--- config.mk ---
export PLATFORM = sky130hd
export DESIGN_NAME = pwm_sequencer
export DESIGN_NICKNAME = d
export VERILOG_FILES = /design/src/rtl/pwm_seq_pkg.sv /design/src/rtl/pwm_seq_table.sv /design/src/rtl/pwm_sequencer.sv
export SDC_FILE = /design/constraint.sdc
export NUM_CORES = 1
export LEC_CHECK = 0
export ABC_AREA = 1
export CAP_MARGIN = 20
export CORE_UTILIZATION = 34
export DETAILED_ROUTE_END_ITERATION = 10
export GPL_ROUTABILITY_DRIVEN = 0
export PLACE_DENSITY_LB_ADDON = 0.1
export SLEW_MARGIN = 20
export SYNTH_ARGS = -nofsm -noshare
export SYNTH_HDL_FRONTEND = slang
export SYNTH_SLANG_ARGS = --single-unit
export TNS_END_PERCENT = 100
--- constraint.sdc ---
create_clock -name clk -period 12.6 [get_ports clk]
set_input_delay 3.78 -clock clk [delete_from_list [all_inputs] [get_ports clk]]
set_output_delay 3.78 -clock clk [all_outputs]
set_load 0.005 [all_outputs]
--- src/rtl/pwm_seq_pkg.sv ---
// Shared types and constants for the PWM sequencer: FSM states, load-select
// encodings and the default table entry layout.
package pwm_seq_pkg;

  typedef enum logic [2:0] {
    IDLE     = 3'd0,
    LOAD_TOP = 3'd1,
    LOAD_CNT = 3'd2,
    LOAD_CMP = 3'd3,
    WAIT     = 3'd4
  } seq_state_t;

  localparam logic [1:0] SEL_NONE = 2'd0;
  localparam logic [1:0] SEL_CMP  = 2'd1;
  localparam logic [1:0] SEL_TOP  = 2'd2;
  localparam logic [1:0] SEL_CNT  = 2'd3;

  localparam int SEQ_HOLD_W = 8;

  typedef struct packed {
    logic [15:0]           cmp;
    logic [SEQ_HOLD_W-1:0] hold;
  } seq_entry_t;

endpackage

--- src/rtl/pwm_seq_table.sv ---
// Step table for the PWM sequencer: DEPTH registers with synchronous write,
// asynchronous clear and combinational read.
module pwm_seq_table #(
  parameter int DEPTH  = 8,
  parameter int ADDR_W = $clog2(DEPTH),
  parameter int W      = 24
) (
  input  logic              clk,
  input  logic              rst,
  input  logic              we,
  input  logic [ADDR_W-1:0] waddr,
  input  logic [W-1:0]      wdata,
  input  logic [ADDR_W-1:0] raddr,
  output logic [W-1:0]      rdata
);

  logic [W-1:0] mem [DEPTH];

  always_ff @(posedge clk or posedge rst) begin
    if (rst) begin
      for (int i = 0; i < DEPTH; i++) mem[i] <= '0;
    end else if (we) begin
      mem[waddr] <= wdata;
    end
  end

  assign rdata = mem[raddr];

endmodule

--- src/rtl/pwm_sequencer.sv ---
// Drives the PWM counter load port from a programmed table of duty steps.
// Optional PWM_SEQ_PINGPONG_EN adds a 'pingpong' input for 0..N-1..0 looping.
module pwm_sequencer
  import pwm_seq_pkg::*;
#(
  parameter int DEPTH  = 8,
  parameter int HOLD_W = SEQ_HOLD_W,
  parameter int ADDR_W = $clog2(DEPTH)
) (
  input  logic              clk,
  input  logic              rst,
  input  logic              cfg_we,
  input  logic [ADDR_W-1:0] cfg_addr,
  input  logic [15:0]       cfg_cmp,
  input  logic [HOLD_W-1:0] cfg_hold,
  input  logic [15:0]       cfg_top,
  input  logic [ADDR_W:0]   cfg_len,
  input  logic              loop,
`ifdef PWM_SEQ_PINGPONG_EN
  input  logic              pingpong,
`endif
  input  logic              start,
  input  logic              stop,
  input  logic [15:0]       cnt_in,
  input  logic [15:0]       top_in,
  output logic [15:0]       d,
  output logic [1:0]        sel,
  output logic              busy,
  output logic              done,
  output logic [ADDR_W-1:0] step_idx
);

  typedef struct packed {
    logic [15:0]       cmp;
    logic [HOLD_W-1:0] hold;
  } entry_t;

  localparam logic [ADDR_W:0]   LEN_ONE  = (ADDR_W+1)'(1);
  localparam logic [ADDR_W:0]   LEN_MAX  = (ADDR_W+1)'(DEPTH);
  localparam logic [ADDR_W-1:0] IDX_ONE  = ADDR_W'(1);
  localparam logic [HOLD_W-1:0] HOLD_ONE = HOLD_W'(1);

  seq_state_t        state, state_next;
  logic [ADDR_W-1:0] idx, idx_next;
  logic [HOLD_W-1:0] hold_cnt, hold_next;
  logic [15:0]       top_reg;
  logic [ADDR_W:0]   len_reg;
  logic              cfg_accept;
  logic              boundary;
  logic              not_last;
  entry_t            entry, wr_entry;
`ifdef PWM_SEQ_PINGPONG_EN
  logic              dir, dir_next;
`endif

  assign cfg_accept = cfg_we && (state == IDLE);
  assign boundary   = (cnt_in >= top_in);
  assign not_last   = ({1'b0, idx} < (len_reg - LEN_ONE));
  assign wr_entry   = '{cmp: cfg_cmp, hold: cfg_hold};

  pwm_seq_table #(
    .DEPTH  (DEPTH),
    .ADDR_W (ADDR_W),
    .W      (16 + HOLD_W)
  ) u_table (
    .clk   (clk),
    .rst   (rst),
    .we    (cfg_accept),
    .waddr (cfg_addr),
    .wdata (wr_entry),
    .raddr (idx),
    .rdata (entry)
  );

  // Sequence settings are only captured while idle; oversize lengths clamp to DEPTH.
  always_ff @(posedge clk or posedge rst) begin
    if (rst) begin
      top_reg <= '0;
      len_reg <= '0;
    end else if (cfg_accept) begin
      top_reg <= cfg_top;
      len_reg <= (cfg_len > LEN_MAX) ? LEN_MAX : cfg_len;
    end
  end

  always_ff @(posedge clk or posedge rst) begin
    if (rst) begin
      state    <= IDLE;
      idx      <= '0;
      hold_cnt <= '0;
    end else begin
      state    <= state_next;
      idx      <= idx_next;
      hold_cnt <= hold_next;
    end
  end

`ifdef PWM_SEQ_PINGPONG_EN
  always_ff @(posedge clk or posedge rst) begin
    if (rst) dir <= 1'b0;
    else     dir <= dir_next;
  end
`endif

  always_comb begin
    state_next = state;
    idx_next   = idx;
    hold_next  = hold_cnt;
    sel        = SEL_NONE;
    d          = '0;
    done       = 1'b0;
`ifdef PWM_SEQ_PINGPONG_EN
    dir_next   = dir;
`endif
    case (state)
      IDLE: begin
        if (start && !stop && (len_reg != '0)) begin
          state_next = LOAD_TOP;
`ifdef PWM_SEQ_PINGPONG_EN
          dir_next   = 1'b0;
`endif
        end
      end
      LOAD_TOP: begin
        sel        = SEL_TOP;
        d          = top_reg;
        state_next = LOAD_CNT;
      end
      LOAD_CNT: begin
        sel        = SEL_CNT;
        d          = '0;
        idx_next   = '0;
        state_next = LOAD_CMP;
      end
      LOAD_CMP: begin
        sel        = SEL_CMP;
        d          = entry.cmp;
        hold_next  = (entry.hold == '0) ? HOLD_ONE : entry.hold;
        state_next = WAIT;
      end
      WAIT: begin
        // Count period boundaries; the last one of a step picks the next entry.
        if (boundary) begin
          if (hold_cnt != HOLD_ONE) begin
            hold_next = hold_cnt - HOLD_ONE;
          end else
`ifdef PWM_SEQ_PINGPONG_EN
          if (loop && pingpong && (len_reg > LEN_ONE)) begin
            state_next = LOAD_CMP;
            if (!dir) begin
              if (not_last) begin
                idx_next = idx + IDX_ONE;
              end else begin
                dir_next = 1'b1;
                idx_next = idx - IDX_ONE;
              end
            end else begin
              if (idx != '0) begin
                idx_next = idx - IDX_ONE;
              end else begin
                dir_next = 1'b0;
                idx_next = idx + IDX_ONE;
              end
            end
          end else
`endif
          if (not_last) begin
            idx_next   = idx + IDX_ONE;
            state_next = LOAD_CMP;
          end else if (loop) begin
            idx_next   = '0;
            state_next = LOAD_CMP;
          end else begin
            done       = 1'b1;
            state_next = IDLE;
          end
        end
      end
      default: state_next = IDLE;
    endcase
    if (stop && (state != IDLE)) begin
      state_next = IDLE;
      done       = 1'b0;
    end
  end

  assign busy     = (state != IDLE);
  assign step_idx = idx;

endmodule

# Word-level counts from Yosys, hierarchy flattened
# Index checks and enable logic that the tools add are counted.
word_totals:
  reg_bits: 226
  inputBits: 85
  output_inout_bits: 23
op_classes:
  add_sub_neg: 3
  n_lt_le_gt_ge: 6
  n_eq_ne: 12
  muxes: 31
  n_bitwise: 2
  reduce_logical: 15
op_table:
  columns: ["operator", "count"]
  rows:
  - ["192-bit bitwise mux", 1]
  - ["24-bit binary-select mux with 3-bit select", 1]
  - ["24-bit demux with 3-bit select", 1]
  - ["24-bit 2-to-1 mux", 3]
  - ["16-bit one-hot mux with 2 select lines", 1]
  - ["3-bit 2-to-1 mux", 8]
  - ["8-bit 2-to-1 mux", 3]
  - ["16-bit >= comparator", 1]
  - ["8-bit one-hot mux with 2 select lines", 1]
  - ["3-bit one-hot mux with 5 select lines", 1]
  - ["3-bit != test, second input constant", 3]
  - ["4-bit >= comparator, second input constant", 2]
  - ["8-bit zero test", 1]
  - ["8-bit by 1-bit != test with 1-bit output, second input constant", 1]
  - ["3-bit NOT with 4-bit output", 2]
  - ["8-bit by 1-bit subtractor with 8-bit output, second input constant", 1]
  - ["3-bit by 2-bit == test with 1-bit output, second input constant", 2]
  - ["1-bit 2-to-1 mux", 6]
  - ["2-bit != test, second input constant", 3]
  - ["2-bit one-hot mux with 3 select lines", 1]
  - ["3-bit one-hot mux with 2 select lines", 1]
  - ["3-bit AND reduction", 2]
  - ["1-bit logical AND", 5]
  - ["4-bit greater-than comparator, second input constant", 1]
  - ["other kinds (15)", 17]

# Longest topological paths before layout
# Gate-level depths: netlist of run 1.
depth:
  ltp_word: 7
  mapped_depth: 16

# Hierarchy
# From an unflattened synthesis of run 1, not the netlist that was laid out.
hier_totals:
  hier_cells: 1660
  area_unflattened_um2: 12125.4
modules_own_cells:
  columns: ["module", "instances", "cells_per_inst", "area_per_inst_um2", "seq_area_each_um2"]
  rows:
  - ["pwm_seq_table", 1, 1297, 9527.9, 4804.6]
  - ["pwm_sequencer", 1, 363, 2597.5, 850.8]

# Worst setup path before layout of run 1
# Ideal clock, no wire load.
synth_path:
  kind: "input to output"
  start: "in top_in[11]"
  end: "out done"
  arrival_time_ns: 4.656
  setup_slack_ns: 4.164
  cell_stages: 8
  path_cell_list: "inv_1 ha_1 nand2_1 o21bai_1 a21oi_1 nor2_1 nand2_1 and3_1"
synth_via:
  elab_chain_cells: 4
synth_lines:
  columns: ["element", "line", "text"]
  rows:
  - ["from (decl)", "pwm_sequencer.sv:25", "input logic [15:0] top_in,"]
  - ["16-bit >= comparator", "pwm_sequencer.sv:57", "assign boundary = (cnt_in >= top_in);"]
  - ["1-bit 2-to-1 mux", "pwm_sequencer.sv:143", "if (boundary) begin"]
  - ["1-bit 2-to-1 mux", "pwm_sequencer.sv:115", "case (state)"]
  - ["1-bit 2-to-1 mux", "pwm_sequencer.sv:181", "if (stop && (state != IDLE)) begin"]
  - ["to (decl)", "pwm_sequencer.sv:29", "output logic done,"]
# Every way passes these cells.

# Worst setup path after layout of run 1
layout_path:
  start: "in top_in[1]"
  end: "out done"
# Same word-level chain as after synthesis.

==> run_results.csv, run 1 <==
group,metric,value,unit
status,status,"complete, no violations",
clock_network,post_cts_buffers,0,
clock_network,root_buffer,"clkbuf_16",
clock_network,clock_sinks,226,
final_layout,fill_cells,3366,
routing,post-route-drc-count,0,
clock_network,clkLatencyLatePin,0.53,ns
final_layout,syn_to_final_growth,20.92,%
synthesis,yosysSeqAreaShare,50.64,%
global_route,grt_pass1_vias,9369,
synthesis,ys_seq_elements,226,
setup_path,critPathKind,"primary input to output pin",
synthesis,synthCells,1414,
power,p_leak,6.049,nW
setup_path,cp_data_arrival_time,5.69,ns
timing,min_period,9.474,ns
synthesis,synth_top_area_share,50.64,%
synthesis,synth_ff_type,"dfrtp_1",
synthesis,yosys-top-cells-area,"dfrtp_1, o21ai_0, nand2_1",
placement,place_area,12600,µm²
hold_path,min_path_cells,2,
die,initial_core_util,34.41,%
die,dieArea,33580,µm²
clock_network,cts_tree,"done",
die,die_x,183.2,µm
timing,skew,0.01221,ns
timing,slew_headroom,29.58,%
setup_path,end_kind,"output pin",
timing,setup_tns,0,ns
synthesis,synth_area_leader_cell,"dfrtp_1",
synthesis,synth_area,11170,µm²
clock_network,clkTransAtPathRegs,0.06,ns
die,std_cell_rows,66,
synthesis,synth_edf_count,0,
global_route,grt_overflow,0,
final_layout,design_area,13500,µm²
timing,hold_viol_final,0,
global_route,grt_pass1_wl,50600,µm
synthesis,synth.top_cells.by_count,"nand2_1, o21ai_0, dfrtp_1",
timing,slew_viol_final,0,
power,powerDensity,213.8,nW/µm²
run,maxCapViolations,0,
final_layout,drive_gt1_share,5.224,%
timing,worst_slew_pin_slew,1.056,ns
timing,fin_crit_sh,75.19,%
final_layout,fin_nets,1585,
clock_network,cts_resized,0,
synthesis,async_flop_share,100.0,%
synthesis,yosysUniqueCellTypes,31,
routing,dr.pass1.iters,5,
final_layout,fin_util,41.61,%
routing,drtAntennaViolNets,0,
global_route,grt_usage,19.27,%
routing,vias_per_cell,4.814,
placement,port_buffers,107,
clock_network,cts_max_level,1,
clock_network,hold_buffers,0,
final_layout,diodes,0,
clock_network,cts.path.max_buffers,3,
timing,fin_hold_ws,0.4773,ns
synthesis,synth_warnings,0,
setup_path,r2r_cells,12,
routing,vias,9315,
routing,drt_wl_total,31180,µm
routing,post_drt_wl_per_cell,16.11,µm
global_route,antenna_found_initial,0,
synthesis,syn-num-nets,1521,
hold_path,min_path_type,"register to register",
timing,max_freq,105.6,MHz
setup_path,worstPathRequired,8.82,ns
timing,setup_viol,0,
power,finalPower,2.887,mW
global_route,grt_max_degree,110,
routing,initialDrtViolationCount,545,
timing,rsz0062_at_grt,"no",
setup_path,critical_path.startpoint_type,"primary input",
setup_path,crit_fanout,2,
die,die_h,183.2,µm
die,core-area,32450,µm²
final_layout,largest_reg_flops,192,
synthesis,yosysMostFrequentCell,"nand2_1",
clock_network,numCtsBuffers,27,
die,io_pins,108,
power,ir_drop,0.0001187,V
placement,hpwlAfterDp,18040,µm
synthesis,syn_area_per_cell,7.898,µm²
## where the power goes
part / switching (mW) / leakage (nW) / internal, mW
Sequential: 0.136 / 2.69 / 1.08
Combinational: 0.522 / 2.91 / 0.353
Clock: 0.299 / 0.445 / 0.495
## routing by layer
layer	GRT usage (%)	vias up	share of wire (%)
li1	-	4695	-
met1	24.81	4405	45
met2	34.10	176	48
met3	2.661	39	4.3
met4	4.500	0	2.2
met5	0	-	0
## cells by family after synthesis
logic type	share of synthesized area (%)
simple gates	17.82
compound gates	18.43
buf+inv	9.926
flops	50.64
fa+ha+maj	2.465
xor+xnor	0.3137
mux	0.4033
## worst max-delay path, stage by stage
cell	delay [ns]
clkdlybuf4s50_1	0.45
inv_1	0.04
ha_1	0.28
nand2_1	0.05
nand3_1	0.07
nand2_1	0.05
nand2_1	0.06
nand2_1	0.05
nand2_1	0.06
nand2_1	0.06
nand2_1	0.09
and3_1	0.15
clkdlybuf4s50_1	0.50
## layout by cell type (no fill, tap or decap), drive strengths merged, types with 2 or more instances in the layout
master / n
nand2: 280
o21ai: 249
dfrtp: 226
inv: 191
a21oi: 128
clkdlybuf4s50: 107
nor2: 96
nand3: 81
clkbuf: 39
ha: 22
o211ai: 18
buf: 16
nor4: 8
nand4: 7
clkinv: 5
mux2: 4
bufinv: 3
o21a: 2
nor3: 2
xor2: 2
xnor2: 2
## area by class of cell
cell class | count | area [µm²] | area share [%]
inverters | 194 | 735.7 | 5.448
clock inverters | 5 | 100.1 | 0.7412
clock buffers | 39 | 800.8 | 5.930
flip-flops and latches | 226 | 5658 | 41.90
well taps | 442 | 553.0 | 4.095
multi-input cells | 906 | 4466 | 33.07
repair buffers | 123 | 1191 | 8.821
## stage by stage
step           instances  worst slack (ns)
6_report            1935             3.126
5_1_grt             1935             2.929
4_1_cts             1935             3.098
3_5_place_dp        1891             3.095
3_3_place_gp        1891             3.106
2_1_floorplan       1414             2.629
## final timing paths
check / from / end / slack [ns]
max: top_in[1] / done / 3.13
min: u_table.mem[62] / u_table.mem[62] / 0.48
max reg2reg: step_idx[0] / hold_cnt[0] / 9.97
min reg2reg: u_table.mem[62] / u_table.mem[62] / 0.48
max in group asynchronous: rst / step_idx[0] / 7.48
min in group asynchronous: rst / u_table.mem[160] / 3.77
Power figures use the tool's default switching activity.
==> inputs of run 2 (changes only) <==
==> constraint.sdc (replaced) <==
create_clock -name clk -period 9.6 [get_ports clk]
set_input_delay 2.88 -clock clk [delete_from_list [all_inputs] [get_ports clk]]
set_output_delay 2.88 -clock clk [all_outputs]
set_load 0.005 [all_outputs]
==> run 2 against run 1 <==
  * Critical path depth shrank 3
  * Sequential cell count is the same
  * Combinational power grew 31%
  * Clock power grew 24%
  * Register-to-register slack lost 3.0 ns
  * Setup slack lost 1.2 ns
  * Critical path type unchanged
  * Critical endpoint unchanged
==> run_results.csv, run 2 (synthesis results as in run 1) <==
group,metric,value,unit
status,status,"complete, no violations",
timing,skew,0.02151,ns
routing,post_drt_wl_per_cell,16.08,µm
clock_network,root_buffer,"clkbuf_16",
clock_network,clkTransAtPathRegs,0.06,ns
global_route,grt_pass1_wl,50720,µm
global_route,grt_use_met2,34.30,%
final_layout,syn_to_final_growth,20.42,%
clock_network,post_cts_buffers,0,
global_route,use_met3,2.105,%
clock_network,clkLatencyLatePin,0.54,ns
routing,initialDrtViolationCount,584,
final_layout,layout_commonest_cell,"nand2_1",
final_layout,seqCellArea,5658,µm²
clock_network,cts_resized,0,
setup_path,worst_r2r_startpoint,"step_idx[0]",
setup_path,worstPathRequired,6.72,ns
power,finalPower,3.733,mW
setup_path,critical_path.startpoint_type,"primary input",
setup_path,cp_data_arrival_time,4.81,ns
routing,dr.pass1.iters,5,
die,die_x,183.2,µm
final_layout,final_cell_mix,"nand2_1, o21ai_0, dfrtp_1, inv_1, a21oi_1",
die,std_cell_rows,66,
hold_path,min_path_type,"register to register",
global_route,grt_usage,19.28,%
die,die_h,183.2,µm
global_route,grt_overflow,0,
final_layout,drive_gt1_share,5.147,%
final_layout,fin_nets,1585,
setup_path,endpoint,"done",
global_route,grt_max_degree,110,
global_route,antenna_found_initial,0,
routing,vias,9339,
clock_network,clock_sinks,226,
clock_network,cts.path.max_buffers,3,
power,p_leak,6.023,nW
setup_path,startpoint,"top_in[11]",
clock_network,cts_tree,"done",
setup_path,r2r-end,"hold_cnt[0]",
run,maxCapViolations,0,
power,powerDensity,277.5,nW/µm²
timing,max_freq,130.1,MHz
global_route,use_met1,25.03,%
timing,slew_headroom,29.69,%
routing,post-route-drc-count,0,
die,dieArea,33580,µm²
clock_network,hold_buffers,0,
timing,fin_crit_sh,80.06,%
routing,vias_per_cell,4.819,
timing,slew_viol_final,0,
final_layout,diodes,0,
global_route,grt_busiest_layer,"met2",
placement,hpwlAfterDp,18050,µm
timing,setup_tns,0,ns
final_layout,fill_cells,3375,
routing,drtAntennaViolNets,0,
setup_path,end_kind,"output pin",
clock_network,cts_max_level,1,
final_layout,multi_input_area,4466,µm²
power,ir_drop,0.0001591,V
timing,worst_slew_pin_slew,1.055,ns
die,initial_core_util,34.41,%
setup_path,r2r_cells,11,
timing,setup_viol,0,
final_layout,largest_reg_flops,192,
die,core-area,32450,µm²
global_route,grt_pass1_vias,9410,
timing,min_period,7.686,ns
placement,port_buffers,107,
die,io_pins,108,
timing,hold_viol_final,0,
setup_path,crit_fanout,2,
timing,rsz0062_at_grt,"no",
routing,drt_wl_total,31170,µm
setup_path,regToRegSetupSlack,6.97,ns
clock_network,numCtsBuffers,27,
setup_path,critPathKind,"primary input to output pin",
[run 2: layout make-up]
class / count / share of cell area (%)
Multi-Input combinational cell: 906 / 33.20
Sequential cell: 226 / 42.07
Clock buffer: 38 / 5.554
Inverter: 194 / 5.470
Tap cell: 442 / 4.112
Timing Repair Buffer: 123 / 8.857
Clock inverter: 9 / 0.7350
[run 2: where the power goes]
| part | total, mW | leakage, nW | switching [mW] | internal (mW) |
|---|---|---|---|---|
| Sequential | 1.60 | 2.69 | 0.180 | 1.42 |
| Combinational | 1.15 | 2.91 | 0.684 | 0.464 |
| Clock | 0.986 | 0.420 | 0.394 | 0.592 |
[run 2: how the worst min path moves through the flow]
stage,startpoint,end,slack (ns),cells after the start
global route,u_table.mem[66],u_table.mem[66],0.51,2
global placement,u_table.mem[62],u_table.mem[62],0.46,2
finish,u_table.mem[62],u_table.mem[62],0.48,2
floorplan,u_table.mem[48],u_table.mem[48],0.45,2
CTS,u_table.mem[69],u_table.mem[69],0.48,2
detailed placement,u_table.mem[64],u_table.mem[64],0.47,2
[run 2: stage by stage]
stage               instance area [µm²]  util, %  worst slack [ns]  hold slack, ns  std cells
finish                            13450    41.44             1.914          0.4777       1938
global route                      13450    41.44             1.713          0.5089       1938
CTS                               13450    41.44             1.895          0.4830       1938
detailed placement                12600    38.83             1.892          0.4678       1891
global placement                  12600    38.83             1.906          0.4607       1891
floorplan                         11170        -            0.5288          0.4478       1414
[run 2: critical path: stages]
cell and delay (ns):
clkdlybuf4s50_1 0.46, inv_1 0.04, ha_1 0.28, nand2_1 0.06
o21bai_1 0.15, a21oi_1 0.12, nor2_1 0.07, nand2_1 0.09
and3_1 0.15, clkdlybuf4s50_1 0.51
[run 2: per-layer routing]
layer	share of wire (%)	routed length [µm]	vias up
li1	-	-	4696
met1	45	14030	4414
met2	49	15200	184
met3	4.2	1304	45
met4	2.1	643	0
met5	0	0	-
==> inputs of run 3 (changes only) <==
==> constraint.sdc (replaced) <==
create_clock -name clk -period 6.4 [get_ports clk]
set_input_delay 1.92 -clock clk [delete_from_list [all_inputs] [get_ports clk]]
set_output_delay 1.92 -clock clk [all_outputs]
set_load 0.005 [all_outputs]
==> run 3 against run 2 <==
  * Core utilization is 0.24 points higher
  * Global-route usage down 0.21 points
  * Largest cell class unchanged
  * Wire length grew 0.81%
  * Clock power is 50% higher
  * Final cell count up 0.21%
  * Highest routed layer is now met5
  * Register-to-register slack lost 3.5 ns
  * Combinational power rose by 52%
  * Critical path type unchanged
==> run_results.csv, run 3 (synthesis results as in run 1) <==
group,metric,value,unit
setup_path,startpoint,"top_in[11]",
timing,worst_slew_pin_slew,0.9647,ns
setup_path,r2r_cells,8,
hold_path,min_path_type,"register to register",
setup_path,worstPathRequired,4.48,ns
timing,skew,0.02598,ns
power,powerDensity,414.8,nW/µm²
routing,drtAntennaViolNets,0,
global_route,grt_overflow,0,
setup_path,critical_path.startpoint_type,"primary input",
timing,min_period,5.768,ns
routing,drt_wl_total,31430,µm
routing,vias_per_cell,4.830,
setup_path,r2r-end,"u_table.mem[50]",
clock_network,hold_buffers,0,
die,io_pins,108,
timing,setup_tns,0,ns
die,initial_core_util,34.41,%
final_layout,fin_nets,1589,
placement,place_ws,0.5941,ns
timing,fin_ws,0.6316,ns
global_route,grt_usage,19.07,%
timing,max_freq,173.4,MHz
power,switchingPower,1.902,mW
final_layout,multi_input_area,4466,µm²
die,dieArea,33580,µm²
placement,place_area,12670,µm²
clock_network,clkLatencyLatePin,0.55,ns
final_layout,fin_util,41.68,%
final_layout,final_cell_mix,"nand2_1, o21ai_0, dfrtp_1, inv_1, a21oi_1",
timing,rsz0062_at_grt,"no",
clock_network,clock_sinks,226,
timing,slew_viol_final,0,
power,power_frac_comb,31.1,%
timing,setup_viol,0,
power,clkPwrFrac,26.4,%
routing,post-route-drc-count,0,
clock_network,root_buffer,"clkbuf_16",
hold_path,hp-start,"u_table.mem[57]",
setup_path,cp_data_arrival_time,3.85,ns
final_layout,seqCellArea,5658,µm²
routing,post_drt_wl_per_cell,16.18,µm
clock_network,cts.path.max_buffers,3,
final_layout,fill_cells,3314,
placement,port_buffers,107,
run,maxCapViolations,0,
timing,hold_viol_final,0,
hold_path,hold_path_end,"u_table.mem[57]",
routing,dr.pass1.iters,5,
setup_path,end_kind,"output pin",
setup_path,critPathKind,"primary input to output pin",
setup_path,worst_r2r_startpoint,"state[0]",
global_route,grt_pass1_vias,9016,
setup_path,crit_slowest_cell,"clkdlybuf4s50_1",
final_layout,largest_reg_flops,192,
clock_network,numCtsBuffers,26,
timing,fin_crit_sh,90.13,%
hold_path,min_path_cells,2,
final_layout,layout_commonest_cell,"nand2_1",
power,p_int,3.709,mW
global_route,grt_pass1_wl,50070,µm
setup_path,regToRegSetupSlack,3.46,ns
clock_network,cts_tree,"done",
clock_network,clkTransAtPathRegs,0.06,ns
power,finalPower,5.611,mW
clock_network,post_cts_buffers,0,
power,pwr-share-seq,42.5,%
clock_network,cts_resized,0,
die,std_cell_rows,66,
timing,slew_headroom,35.62,%
power,ir_drop,0.0002238,V
power,netSwitchingFraction,33.90,%
final_layout,syn_to_final_growth,21.12,%
routing,initialDrtViolationCount,584,
die,core-area,32450,µm²
setup_path,crit_chain,"clkdlybuf4s50_1 > inv_1 > ha_1 > nand2_1 > o21bai_1 > a21oi_1 > nor2_1 > nand2_1 > and3_1 > clkdlybuf4s50_1",
power,p_leak,6.057,nW
clock_network,cts_max_level,1,
die,die_x,183.2,µm
global_route,antenna_found_initial,1,
setup_path,crit_fanout,2,
status,status,"complete, no violations",
final_layout,design_area,13530,µm²
placement,hpwlAfterDp,19170,µm
final_layout,drive_gt1_share,5.600,%
global_route,grt_max_degree,90,
routing,vias,9380,
setup_path,critPathMaxStageDelay,0.50,ns
final_layout,diodes,0,
die,die_h,183.2,µm
[run 3: worst max path at each step]
stage,end
6_report,done
5_1_grt,done
4_1_cts,done
3_5_place_dp,done
3_3_place_gp,done
2_1_floorplan,hold_cnt[0]
[run 3: metal layers]
| metal | vias up | share of wire [%] | GRT usage, % |
|---|---|---|---|
| li1 | 4700 | - | - |
| met1 | 4498 | 46 | 25.68 |
| met2 | 143 | 48 | 33.00 |
| met3 | 37 | 3.3 | 2.244 |
| met4 | 2 | 1.7 | 3.767 |
| met5 | - | 0.038 | 0 |
[run 3: power by group through the flow]
stage	clock network, mW	logic (mW)	registers (mW)
2_1_floorplan	0	1.27	2.35
3_3_place_gp	0	1.73	2.40
3_5_place_dp	0	1.76	2.41
4_1_cts	1.52	1.78	2.38
5_1_grt	1.57	2.04	2.46
6_report	1.48	1.75	2.39
[run 3: final cells by class]
class,count,area share [%]
Inverter,194,5.411
Multi-Input combinational cell,906,33.01
Clock buffer,40,5.790
Timing Repair Buffer,128,9.361
Sequential cell,226,41.83
Tap cell,442,4.088
Clock inverter,6,0.5087
[run 3: metrics by stage]
| stage | hold WS [ns] | std cells |
|---|---|---|
| 2_1_floorplan | 0.4478 | 1414 |
| 3_3_place_gp | 0.4620 | 1896 |
| 3_5_place_dp | 0.4676 | 1896 |
| 4_1_cts | 0.4822 | 1942 |
| 5_1_grt | 0.4983 | 1942 |
| 6_report | 0.4794 | 1942 |
[run 3: worst max-delay path, delay by kind of cell]
kind,cells,cell delay (ns)
adders and majority gates,1,0.28
AOI/OAI and AO/OA,2,0.30
and+or+nand+nor,4,0.36
buffers and inverters,3,0.99
